==> config.mk <==
export PLATFORM = sky130hd
export DESIGN_NAME = byte_swap_arbiter
export DESIGN_NICKNAME = d
export VERILOG_FILES = /design/src/rtl/byte_swap_arbiter.sv
export SDC_FILE = /design/constraint.sdc
export NUM_CORES = 1
export LEC_CHECK = 0
export BUFFER_PORTS_ARGS = -buffer_cell sky130_fd_sc_hd__clkbuf_2
export CAP_MARGIN = 40
export CELL_PAD_IN_SITES_DETAIL_PLACEMENT = 2
export CELL_PAD_IN_SITES_GLOBAL_PLACEMENT = 2
export CORE_ASPECT_RATIO = 1.75
export CORE_MARGIN = 5
export CORE_UTILIZATION = 29
export CTS_CLUSTER_DIAMETER = 120
export DETAILED_ROUTE_END_ITERATION = 12
export PLACE_DENSITY = 0.83
export REMOVE_ABC_BUFFERS = 1
export SLEW_MARGIN = 30
export SYNTH_ARGS = -nofsm -noshare
export SYNTH_HDL_FRONTEND = slang
export SYNTH_SLANG_ARGS = --single-unit
export TNS_END_PERCENT = 30
==> constraint.sdc <==
create_clock -name clk -period 1.8 [get_ports clk]
set_input_delay 0.09 -clock clk [delete_from_list [all_inputs] [get_ports clk]]
set_output_delay 0.09 -clock clk [all_outputs]
set_load 0.02 [all_outputs]
==> src/rtl/byte_swap_arbiter.sv <==
// byte_swap_arbiter
//   Two requesters share one byte-reorder stage. A round-robin arbiter picks
//   one requester per cycle. The granted word is reordered and captured into
//   a single output register that a valid/ready consumer drains.
//
// Ports
//   clk, rst              clock, synchronous active-high reset
//   in0_valid/ready       requester 0 handshake
//   in0_data[31:0]        requester 0 word
//   in0_mode[1:0]         requester 0 reorder mode
//                         (0 pass, 1 byte reverse, 2 swap bytes in halfwords,
//                         3 halfword swap)
//   in1_*                 the same ports for requester 1
//   out_valid/ready       output handshake
//   out_data[31:0]        reordered word
//   out_src               index of the requester that produced out_data
//   xfer_count[15:0]      completed output transfers, wraps modulo 2^16
module byte_swap_arbiter (
  input  logic        clk,
  input  logic        rst,
  input  logic        in0_valid,
  output logic        in0_ready,
  input  logic [31:0] in0_data,
  input  logic [1:0]  in0_mode,
  input  logic        in1_valid,
  output logic        in1_ready,
  input  logic [31:0] in1_data,
  input  logic [1:0]  in1_mode,
  output logic        out_valid,
  input  logic        out_ready,
  output logic [31:0] out_data,
  output logic        out_src,
  output logic [15:0] xfer_count
);

  function automatic logic [31:0] reorder(input logic [31:0] w, input logic [1:0] m);
    logic [31:0] r;
    case (m)
      2'd0:    r = w;
      2'd1:    r = {w[7:0], w[15:8], w[23:16], w[31:24]};
      2'd2:    r = {w[23:16], w[31:24], w[7:0], w[15:8]};
      default: r = {w[15:0], w[31:16]};
    endcase
    return r;
  endfunction

  logic        out_valid_q, out_valid_d;
  logic [31:0] out_data_q,  out_data_d;
  logic        out_src_q,   out_src_d;
  logic        last_q,      last_d;
  logic [15:0] xfer_q,      xfer_d;

  logic        can_accept;
  logic        gnt_vld;
  logic        gnt_idx;
  logic        accept;
  logic        drain;
  logic [31:0] sel_data;
  logic [1:0]  sel_mode;

  // Arbitration: on a tie the requester that did not win last time goes next.
  always_comb begin
    gnt_vld = in0_valid | in1_valid;
    gnt_idx = 1'b0;
    if (in0_valid && in1_valid) begin
      gnt_idx = ~last_q;
    end else if (in1_valid) begin
      gnt_idx = 1'b1;
    end
  end

  // Readies are forced low while reset is asserted so nothing is consumed
  // from a requester during a reset cycle.
  assign can_accept = ~out_valid_q | out_ready;
  assign in0_ready  = ~rst & can_accept & gnt_vld & (gnt_idx == 1'b0) & in0_valid;
  assign in1_ready  = ~rst & can_accept & gnt_vld & (gnt_idx == 1'b1) & in1_valid;
  assign accept     = in0_ready | in1_ready;
  assign drain      = out_valid_q & out_ready;

  assign sel_data = gnt_idx ? in1_data : in0_data;
  assign sel_mode = gnt_idx ? in1_mode : in0_mode;

  always_comb begin
    out_valid_d = out_valid_q;
    out_data_d  = out_data_q;
    out_src_d   = out_src_q;
    last_d      = last_q;
    xfer_d      = xfer_q;
    if (accept) begin
      // Covers both a plain accept and a same-cycle drain plus refill.
      out_valid_d = 1'b1;
      out_data_d  = reorder(sel_data, sel_mode);
      out_src_d   = gnt_idx;
      last_d      = gnt_idx;
    end else if (drain) begin
      // Data and source stay stale; only the valid flag drops.
      out_valid_d = 1'b0;
    end
    if (drain) begin
      xfer_d = xfer_q + 16'd1;
    end
  end

  always_ff @(posedge clk) begin
    if (rst) begin
      out_valid_q <= 1'b0;
      out_data_q  <= 32'd0;
      out_src_q   <= 1'b0;
      last_q      <= 1'b1;
      xfer_q      <= 16'd0;
    end else begin
      out_valid_q <= out_valid_d;
      out_data_q  <= out_data_d;
      out_src_q   <= out_src_d;
      last_q      <= last_d;
      xfer_q      <= xfer_d;
    end
  end

  assign out_valid  = out_valid_q;
  assign out_data   = out_data_q;
  assign out_src    = out_src_q;
  assign xfer_count = xfer_q;

endmodule

==> impl_metrics.tcl, run 1 <==
set metrics [dict create \
    status "complete, no violations" \
    avgSynthCellArea_um2 8.520 \
    worst_slew_pin_slew_ns 0.4947 \
    yosys-top-cells-area "dfxtp_1 (26%), mux2i_1 (7.0%), mux4_2 (7.0%)" \
    cp_data_arrival_time_ns 1.97 \
    avgRoutedWirePerCell_um 22.13 \
    synth_cell_types 58 \
    r2r_setup_slack_ns 0.04 \
    dp_slack_ns -0.1030 \
    ant_nets 0 \
    cp_num_buf_inv 1 \
    cp-start-kind "flop" \
    grtUsageTotal 0.2057 \
    cp.required_ns 2.00 \
    routabilityCongestion 0.8438 \
    synth_ff_type "dfxtp_1" \
    fin_area_mm2 0.005074 \
    r2r_start "last_q" \
    viasPerCell 5.810 \
    drt-total-wl_um 16790 \
    rr_worst_depth 5 \
    postSynthCellCount 456 \
    io_buffers 124 \
    slew_violations 0 \
    fmax_mhz 566.8 \
    antennaDiodeCount 0 \
    hold_path_class "in2reg" \
    async_reset_ff_frac 0 \
    min_period_over_period 0.9802 \
    grt_pass1_vias 4855 \
    grt_first_pass_wirelength_um 26000 \
    path_clk_slew_ns 0.08 \
    grt_max_degree 35 \
    r2r_end "out_data[24]" \
    holdBufCountCts 0 \
    synth_top_cell_area_share 0.2628 \
    crit_slowest_cell "a2111oi_0" \
    final_core_util 0.3811 \
    drt_iter0_drc 170 \
    power.static_leakage_nw 2.114 \
    grtUsageMet3 0.03077 \
    slew-limit-headroom 0.6617 \
    cp_cell_sequence "a21bo_4 > buf_12 > a2111oi_0 > a31oi_1 > a32o_1" \
    clock_skew_ns 0.01257 \
    setup-tns-final_ns 0 \
    critPathMaxFanout 34 \
    dieArea_mm2 0.01590 \
    min_period_ns 1.764 \
    syn_to_final_growth_pct 30.60 \
    synth_seq_area_share 0.2628 \
    num-nets-final 658 \
    grt.busiest_layer "met2" \
    pin_count 125 \
    slowest_delay_ns 0.50 \
    drc 0 \
    startpoint "last_q" \
    synth_edf_count 0 \
    setup_viol 0 \
    grt-ovfl-total 0 \
    min-delay-start "rst" \
    synth_seq_cells 51 \
    vdd_drop_max_uv 343.5 \
    synth_area_mm2 0.003885 \
    yosysTopAreaCell "dfxtp_1" \
    end_kind "flop" \
    fin_ws_ns 0.03566 \
    clock-root-buffer "clkbuf_16" \
    insertion_delay_ns 0.31 \
    groute.layer.met1.usage 0.2185 \
    core_mm2 0.01331 \
    max_cap_viol_count 0 \
    cts-buffers-inserted 5 \
    rsz0062_at_grt "true" \
    endpoint "out_data[24]" \
    die_w_um 97.50 \
    cts_tree "yes" \
    use_met2 0.3966 \
    hold_viol_final 0 \
    antenna_found_initial 0 \
    drive_gt1_frac 0.3538 \
    via_count 4410 \
    cts_buffer_depth 2 \
    die_h_um 163.1 \
    placed_area_mm2 0.004873 \
    initial_core_util 0.2918 \
    dr.pass1.iters 7 \
    seqCellArea_mm2 0.001025 \
    htreeDepth 2 \
    p_per_area_mw_per_mm2 677.9 \
    multiInputGateArea_mm2 0.002640 \
    clock_sinks 51 \
    critical_path_class "reg2reg" \
    place_hpwl_um 12970 \
    synth_warnings 0 \
    critPathTopFamily "compound AO/OA/AOI/OAI gates" \
    fp-row-count 56 \
    fillers 1557 \
    crit_cells 5 \
]
==> through the flow <==
| step | hold slack, ns | cells | power, W |
|---|---|---|---|
| after floorplan | 0.1591 | 413 | 0.001855 |
| after global placement | 0.3630 | 748 | 0.002385 |
| after detailed placement | 0.3632 | 748 | 0.002438 |
| after CTS | 0.04813 | 758 | 0.003464 |
| after global routing | 0.06684 | 759 | 0.003614 |
| final | 0.06276 | 759 | 0.003439 |
==> flip-flops by register name, indices dropped and copies added, names as in the netlist <==
| name | count |
|---|---|
| xfer_count | 16 |
| out_src | 1 |
| last_q | 1 |
| out_data | 32 |
| out_valid | 1 |
==> cells in the mapped netlist (2+ instances only) <==
master and count:
o211ai_1 2, or3_1 6, nand2_1 34, nand3_1 7
a2111oi_0 9, a311oi_1 5, and2_1 6, clkbuf_1 13
mux4_1 2, a21oi_1 11, inv_1 6, buf_2 21
clkinv_1 2, nor2_1 32, and3_1 11, buf_4 6
o21ai_0 25, nor2b_1 27, a21o_1 2, nor3_1 18
a22o_1 3, mux2_2 5, xnor2_1 8, a32o_1 13
dfxtp_1 51, mux4_2 12, a211oi_1 23, nand2b_1 6
nand4_1 7, o2111ai_1 2, mux2i_1 27, xor2_1 4
a211o_1 2, a31o_2 3, a31oi_1 20, or2_2 2
buf_6 2
==> worst register-to-register path, cell delays in order, from the launching register on <==
cell and delay, ns:
dfxtp_4 0.37, a21bo_4 0.24, buf_12 0.17, a2111oi_0 0.52
a31oi_1 0.08, a32o_1 0.28
==> cells by family (layout without fill, tap and decap cells) <==
group                    count (synthesis)  in the layout  synth area share
multiplexers                            48             48            0.1765
flip-flops                              51             51            0.2628
XOR/XNOR                                12             12           0.02705
buffers and inverters                   51            180           0.06602
AND/OR/NAND/NOR                        159            159            0.2093
AO/OA/AOI/OAI                          134            134            0.2551
adder cells (fa/ha/maj)                  1              1          0.003220
==> report_power, final <==
group	internal (W)	leakage (nW)	total (W)	switching, W
clock network	0.000515	0.0658	0.00100	0.000486
registers	0.00122	0.420	0.00128	0.0000630
logic	0.000488	1.63	0.00116	0.000671
==> cells in the final DEF, fill, tap and decap left out, types with 4 or more instances in the layout <==
master     netlist  routed
o21ai_0         25      25
mux2_2           5       5
mux4_2          12      12
xnor2_1          8       8
or3_1            6       6
a311oi_1         5       5
clkbuf_2         1     124
nand4_1          7       7
nor3_1          18      17
a31oi_1         20      20
clkbuf_16        0       5
inv_1            6       6
buf_12           0       7
a32o_1          13      13
xor2_1           4       4
nand2_1         34      34
a21oi_1         11      10
and2_1           6       6
nand2b_1         6       6
a211oi_1        23      23
a2111oi_0        9       7
dfxtp_1         51      50
nor2_1          32      32
nand3_1          7       7
nor2b_1         27      27
and3_1          11      11
buf_4            6      31
mux2i_1         27      27
==> repair_timing <==
action                                  4_1_cts  5_1_grt
pin swaps                                     0        3
endpoints found under the setup margin       11        8
resized for setup                             5        4
setup buffers                                 2        1
hold endpoints to repair                      0        0
==> per-layer routing <==
layer / part of all wire / up-vias
met5: 0 / -
met4: 0.030 / 0
met3: 0.038 / 41
met2: 0.54 / 158
met1: 0.39 / 2214
li1: - / 1997
==> how the worst min path moves through the flow <==
stage	depth (start not counted)	end
after global routing	2	out_valid
final	2	out_valid
after CTS	2	out_valid
after floorplan	1	out_valid
after detailed placement	2	out_valid
after global placement	2	out_valid
==> layout make-up <==
cell class                      instances  share of cell area
Timing Repair Buffer                  164              0.2002
Clock inverter                          3            0.003946
Multi-Input combinational cell        354              0.5203
Clock buffer                            5             0.02466
Sequential cell                        51              0.2020
Tap cell                              174             0.04291
Inverter                                8            0.005919
No activity file was read; power rests on OpenSTA's default activity.
==> run 2: changes to the inputs <==
GPL_TIMING_DRIVEN = 0   (was default)
==> run 2 against run 1 <==
  * Critical endpoint is now out_data[27]
  * Global-route usage increased by 0.27 points
  * Power increased by 8.7%
  * Final area increased by 1.3%
  * Via count decreased by 2.4%
  * First-iteration DRC count decreased by 21%
  * Largest power group is now the clock network
==> impl_metrics.tcl, run 2 (same netlist as run 1, synthesis figures left out) <==
set metrics [dict create \
    status "complete, no violations" \
    cts-buffers-inserted 5 \
    p_switching_w 0.001235 \
    seqCellArea_mm2 0.001025 \
    clock_sinks 51 \
    layout_common_cells "clkbuf_2 (120), dfxtp_1 (50), nand2_1 (33), nor2_1 (32), mux2i_1 (27)" \
    cp_data_arrival_time_ns 1.99 \
    syn_to_final_growth_pct 32.33 \
    rr_worst_depth 6 \
    drt-total-wl_um 17050 \
    worst_slew_pin_slew_ns 0.7182 \
    drc 0 \
    grtUsageMet3 0.03162 \
    stdcell_count 745 \
    grt_max_degree 51 \
    cp.required_ns 1.99 \
    drive_gt1_frac 0.3660 \
    r2r_end "out_data[27]" \
    fillers 1538 \
    fin_ws_ns 0.003239 \
    cp_cell_sequence "a21bo_4 > mux2i_4 > buf_12 > mux4_2 > a22o_1 > a21o_1" \
    io_buffers 124 \
    r2r_start "last_q" \
    final_common_cell "clkbuf_2" \
    grt_pass1_vias 4987 \
    critPathMaxFanout 9 \
    grt.busiest_layer "met2" \
    via_count 4306 \
    p_sw_frac 0.3303 \
    crit_slowest_cell "dfxtp_4" \
    pin_count 125 \
    end_kind "flop" \
    fin_total_pwr_w 0.003740 \
    p_comb_frac 0.314 \
    dieArea_mm2 0.01590 \
    slew-limit-headroom 0.5212 \
    min_period_ns 1.797 \
    slew_violations 0 \
    grt_first_pass_wirelength_um 26500 \
    die_w_um 97.50 \
    drt_iter0_drc 135 \
    insertion_delay_ns 0.30 \
    min_to "out_data[8]" \
    routabilityCongestion 0.8284 \
    largest_reg_flops 32 \
    antennaDiodeCount 0 \
    startpoint "last_q" \
    grt-ovfl-total 0 \
    vdd_drop_max_uv 411.7 \
    power_frac_seq 0.342 \
    critical_path_class "reg2reg" \
    ant_nets 0 \
    setup-tns-final_ns 0 \
    fmax_mhz 556.6 \
    cp-start-kind "flop" \
    groute.layer.met1.usage 0.2208 \
    clock_skew_ns 0.009991 \
    multiInputGateArea_mm2 0.002746 \
    num-nets-final 644 \
    slowest_delay_ns 0.41 \
    p_per_area_mw_per_mm2 727.4 \
    power.static_leakage_nw 2.084 \
    use_met2 0.4126 \
    max_cap_viol_count 0 \
    fp-row-count 56 \
    setup_viol 0 \
    cts_tree "yes" \
    htreeDepth 2 \
    power.share.clock 0.344 \
    avgRoutedWirePerCell_um 22.89 \
    min_path_cells 4 \
    hold_path_class "in2reg" \
    intPower_w 0.002505 \
    grtUsageTotal 0.2084 \
    min_period_over_period 0.9982 \
    final_core_util 0.3862 \
    dr.pass1.iters 4 \
    rsz0062_at_grt "true" \
    antenna_found_initial 0 \
    core_mm2 0.01331 \
    clock-root-buffer "clkbuf_16" \
    die_h_um 163.1 \
    viasPerCell 5.780 \
    dp_slack_ns -1.055 \
    min-delay-start "in0_data[24]" \
    place_hpwl_um 11930 \
    hold_viol_final 0 \
    r2r_setup_slack_ns 0.003 \
    cts_buffer_depth 2 \
    dp.cells 716 \
    path_clk_slew_ns 0.08 \
    initial_core_util 0.2918 \
]
[run 2: cell types whose count changed in the layout (fill, tap and decap cells not counted), moves of 3 or more]
| cell | delta |
|---|---|
| a2111oi_0 | -4 |
| buf_4 | -17 |
| buf_12 | -5 |
| clkbuf_2 | -4 |
| clkbuf_4 | +3 |
[run 2: critical path, delay by kind of cell, from the launching register on]
kind,cells,cell delay [ns]
flip-flops,1,0.41
buffers and inverters,1,0.17
multiplexers,2,0.57
AO/OA/AOI/OAI,3,0.55
[run 2: repair_timing]
action                                  CTS  global route
pin swaps                                 6             4
setup buffers                            13             5
hold buffers                              0             0
endpoints found under the setup margin   29            20
resized for setup                        20            16
gates cloned                              2             1
[run 2: power groups by stage]
| stage | registers (W) | logic, W | clock network (W) |
|---|---|---|---|
| 5_1_grt | 0.00129 | 0.00126 | 0.00135 |
| 6_report | 0.00128 | 0.00117 | 0.00129 |
| 3_5_place_dp | 0.00130 | 0.00107 | 0 |
| 4_1_cts | 0.00128 | 0.00115 | 0.00132 |
| 2_1_floorplan | 0.00139 | 0.000462 | 0 |
| 3_3_place_gp | 0.00130 | 0.000984 | 0 |
[run 2: worst max-delay path by stage]
stage | end | slack, ns | depth (start not counted)
finish | out_data[27] | 0.003 | 6
global route | out_data[27] | -0.05 | 6
CTS | out_data[27] | 0.002 | 6
detailed placement | out_data[27] | -1.06 | 5
global placement | out_data[21] | -1.43 | 5
floorplan | out_data[21] | -0.51 | 5
[run 2: routing by layer]
metal  vias up  wire (um)
li1       1966          -
met1      2196       6483
met2       124       9653
met3        20        617
met4         0        299
met5         -          0
[run 2: metrics by stage]
stage	instance area (um^2)	hold slack [ns]
2_1_floorplan	3659	0.1591
3_3_place_gp	4497	0.4139
3_5_place_dp	4634	0.4590
4_1_cts	5030	0.1921
5_1_grt	5141	0.2532
6_report	5141	0.2142
[run 2: area by class of cell]
| type | count | area share |
|---|---|---|
| multi-input cells | 356 | 0.5342 |
| flip-flops and latches | 51 | 0.1993 |
| repair buffers | 148 | 0.1796 |
| well taps | 174 | 0.04235 |
| clock buffers | 5 | 0.02434 |
| clock inverters | 3 | 0.01314 |
| inverters | 8 | 0.007058 |
==> run 3: changes to the inputs <==
==> constraint.sdc (replaced) <==
create_clock -name clk -period 1.8 [get_ports clk]
set_input_delay 0.09 -clock clk [delete_from_list [all_inputs] [get_ports clk]]
set_output_delay 0.09 -clock clk [all_outputs]
set_load 0.1 [all_outputs]
==> run 3 against run 2 <==
  * The flow now finishes with violations (negative setup slack)
  * Register-to-register slack got worse by 0.05 ns
  * Critical path depth stayed put
  * Via count down 0.74%
  * Sequential power barely moved
  * Global-route usage about the same
  * Clock-buffer cell count stayed put
  * Worst hold slack better by 0.0026 ns
  * Largest cell class unchanged
  * Highest routed layer unchanged
  * Power grew 14%
  * Cell count fell by 0.27%
==> impl_metrics.tcl, run 3 (same netlist as run 1, synthesis figures left out) <==
set metrics [dict create \
    cp_data_arrival_time_ns 2.04 \
    hold_viol_final 0 \
    setup_viol 2 \
    final_core_util 0.3833 \
    stdcell_count 743 \
    power.static_leakage_nw 2.068 \
    grt-ovfl-total 0 \
    drt-total-wl_um 16950 \
    viasPerCell 5.752 \
    grt_first_pass_wirelength_um 26480 \
    cts_buffer_depth 2 \
    core_mm2 0.01331 \
    end_kind "flop" \
    drive_gt1_frac 0.3603 \
    fin_ws_ns -0.04790 \
    endpoint "out_data[27]" \
    place_hpwl_um 11930 \
    worst_slew_pin_slew_ns 0.7601 \
    antennaDiodeCount 0 \
    critical_path_class "reg2reg" \
    max_cap_viol_count 0 \
    layout_common_cells "clkbuf_2 (118), dfxtp_1 (50), nand2_1 (33), nor2_1 (32), mux2i_1 (27)" \
    num-nets-final 642 \
    grt_pass1_vias 4961 \
    rr_worst_depth 6 \
    pin_count 125 \
    rsz0062_at_grt "true" \
    r2r_setup_slack_ns -0.05 \
    critPathMaxFanout 9 \
    dp.cells 716 \
    ant_nets 0 \
    die_w_um 97.50 \
    startpoint "last_q" \
    r2r_start "last_q" \
    final_common_cell "clkbuf_2" \
    drc 0 \
    clock_skew_ns 0.009870 \
    grtUsageTotal 0.2082 \
    fp-row-count 56 \
    vdd_drop_max_uv 414.0 \
    die_h_um 163.1 \
    clock_sinks 51 \
    wl_met1_um 6573 \
    min_period_ns 1.848 \
    antenna_found_initial 0 \
    insertion_delay_ns 0.30 \
    placed_area_mm2 0.004634 \
    r2r_end "out_data[27]" \
    avgRoutedWirePerCell_um 22.81 \
    fmax_mhz 541.2 \
    path_clk_slew_ns 0.08 \
    cp-start-kind "flop" \
    p_per_area_mw_per_mm2 833.1 \
    cts_tree "yes" \
    clock-root-buffer "clkbuf_16" \
    largest_reg_flops 32 \
    syn_to_final_growth_pct 31.34 \
    via_count 4274 \
    fillers 1553 \
    slew-limit-headroom 0.4933 \
    cp.required_ns 1.99 \
    dr.pass1.iters 4 \
    routabilityCongestion 0.8284 \
    io_buffers 124 \
    min_period_over_period 1.027 \
    hold_path_class "in2reg" \
    cts-buffers-inserted 5 \
    htreeDepth 2 \
    wl_met3_um 517 \
    dieArea_mm2 0.01590 \
    slew_violations 0 \
    dp_slack_ns -1.055 \
    drt_iter0_drc 92 \
    grt_max_degree 51 \
    violations "negative setup slack" \
    fin_area_mm2 0.005102 \
    wl_met2_um 9435 \
    fin_total_pwr_w 0.004251 \
    initial_core_util 0.2918 \
    status "finished, violations left" \
    routed.top_layer "met4" \
]
## run 3: changes by cell type in the layout (fill, tap and decap cells not counted), sizes merged
cell	before	now
buf	24	22
## run 3: where the power goes
part,total [W],internal (W),switching (W)
Clock,0.00128,0.000798,0.000481
Sequential,0.00128,0.00122,0.0000619
Combinational,0.00169,0.000480,0.00121
Total,0.00425,0.00250,0.00176
## run 3: layout make-up
cell class	count	area, um^2	share of cell area
clock buffers	5	125.1	0.02452
clock inverters	3	67.56	0.01324
inverters	8	36.28	0.007111
multi-input cells	356	2718	0.5326
flip-flops and latches	51	1025	0.2008
well taps	174	217.7	0.04267
repair buffers	146	913.4	0.1790
## run 3: stage by stage
stage	hold slack [ns]	TNS, ns
floorplan	0.1591	-21.07
global placement	0.4139	-34.94
detailed placement	0.4590	-17.12
CTS	0.1921	-0.1227
global route	0.2285	-0.4560
finish	0.2169	-0.06786
## run 3: metal layers
metal | GRT usage | up-vias
met3 | 0.02991 | 30
li1 | - | 1961
met1 | 0.2232 | 2163
met4 | 0.07687 | 0
met2 | 0.4060 | 120
met5 | 0 | -
## run 3: critical path, stage by stage, from the launching register on
cell     delay (ns)
dfxtp_4        0.41
a21bo_4        0.19
mux2i_4        0.27
buf_12         0.17
mux4_2         0.31
a22o_1         0.25
a21o_1         0.15
## run 3: worst min path at each step
stage	from	to	depth (start not counted)
final	in0_data[24]	out_data[8]	4
after global routing	in1_valid	last_q	3
after CTS	in1_valid	last_q	3
after detailed placement	out_data[8]	out_data[8]	1
after global placement	in1_valid	last_q	3
after floorplan	rst	out_valid	1
## run 3: what timing repair did
item,CTS,global route
hold buffers,0,0
cloned,2,1
setup endpoints to repair,30,22
setup buffers,16,0
gates resized for setup,16,15
pin swaps,3,5
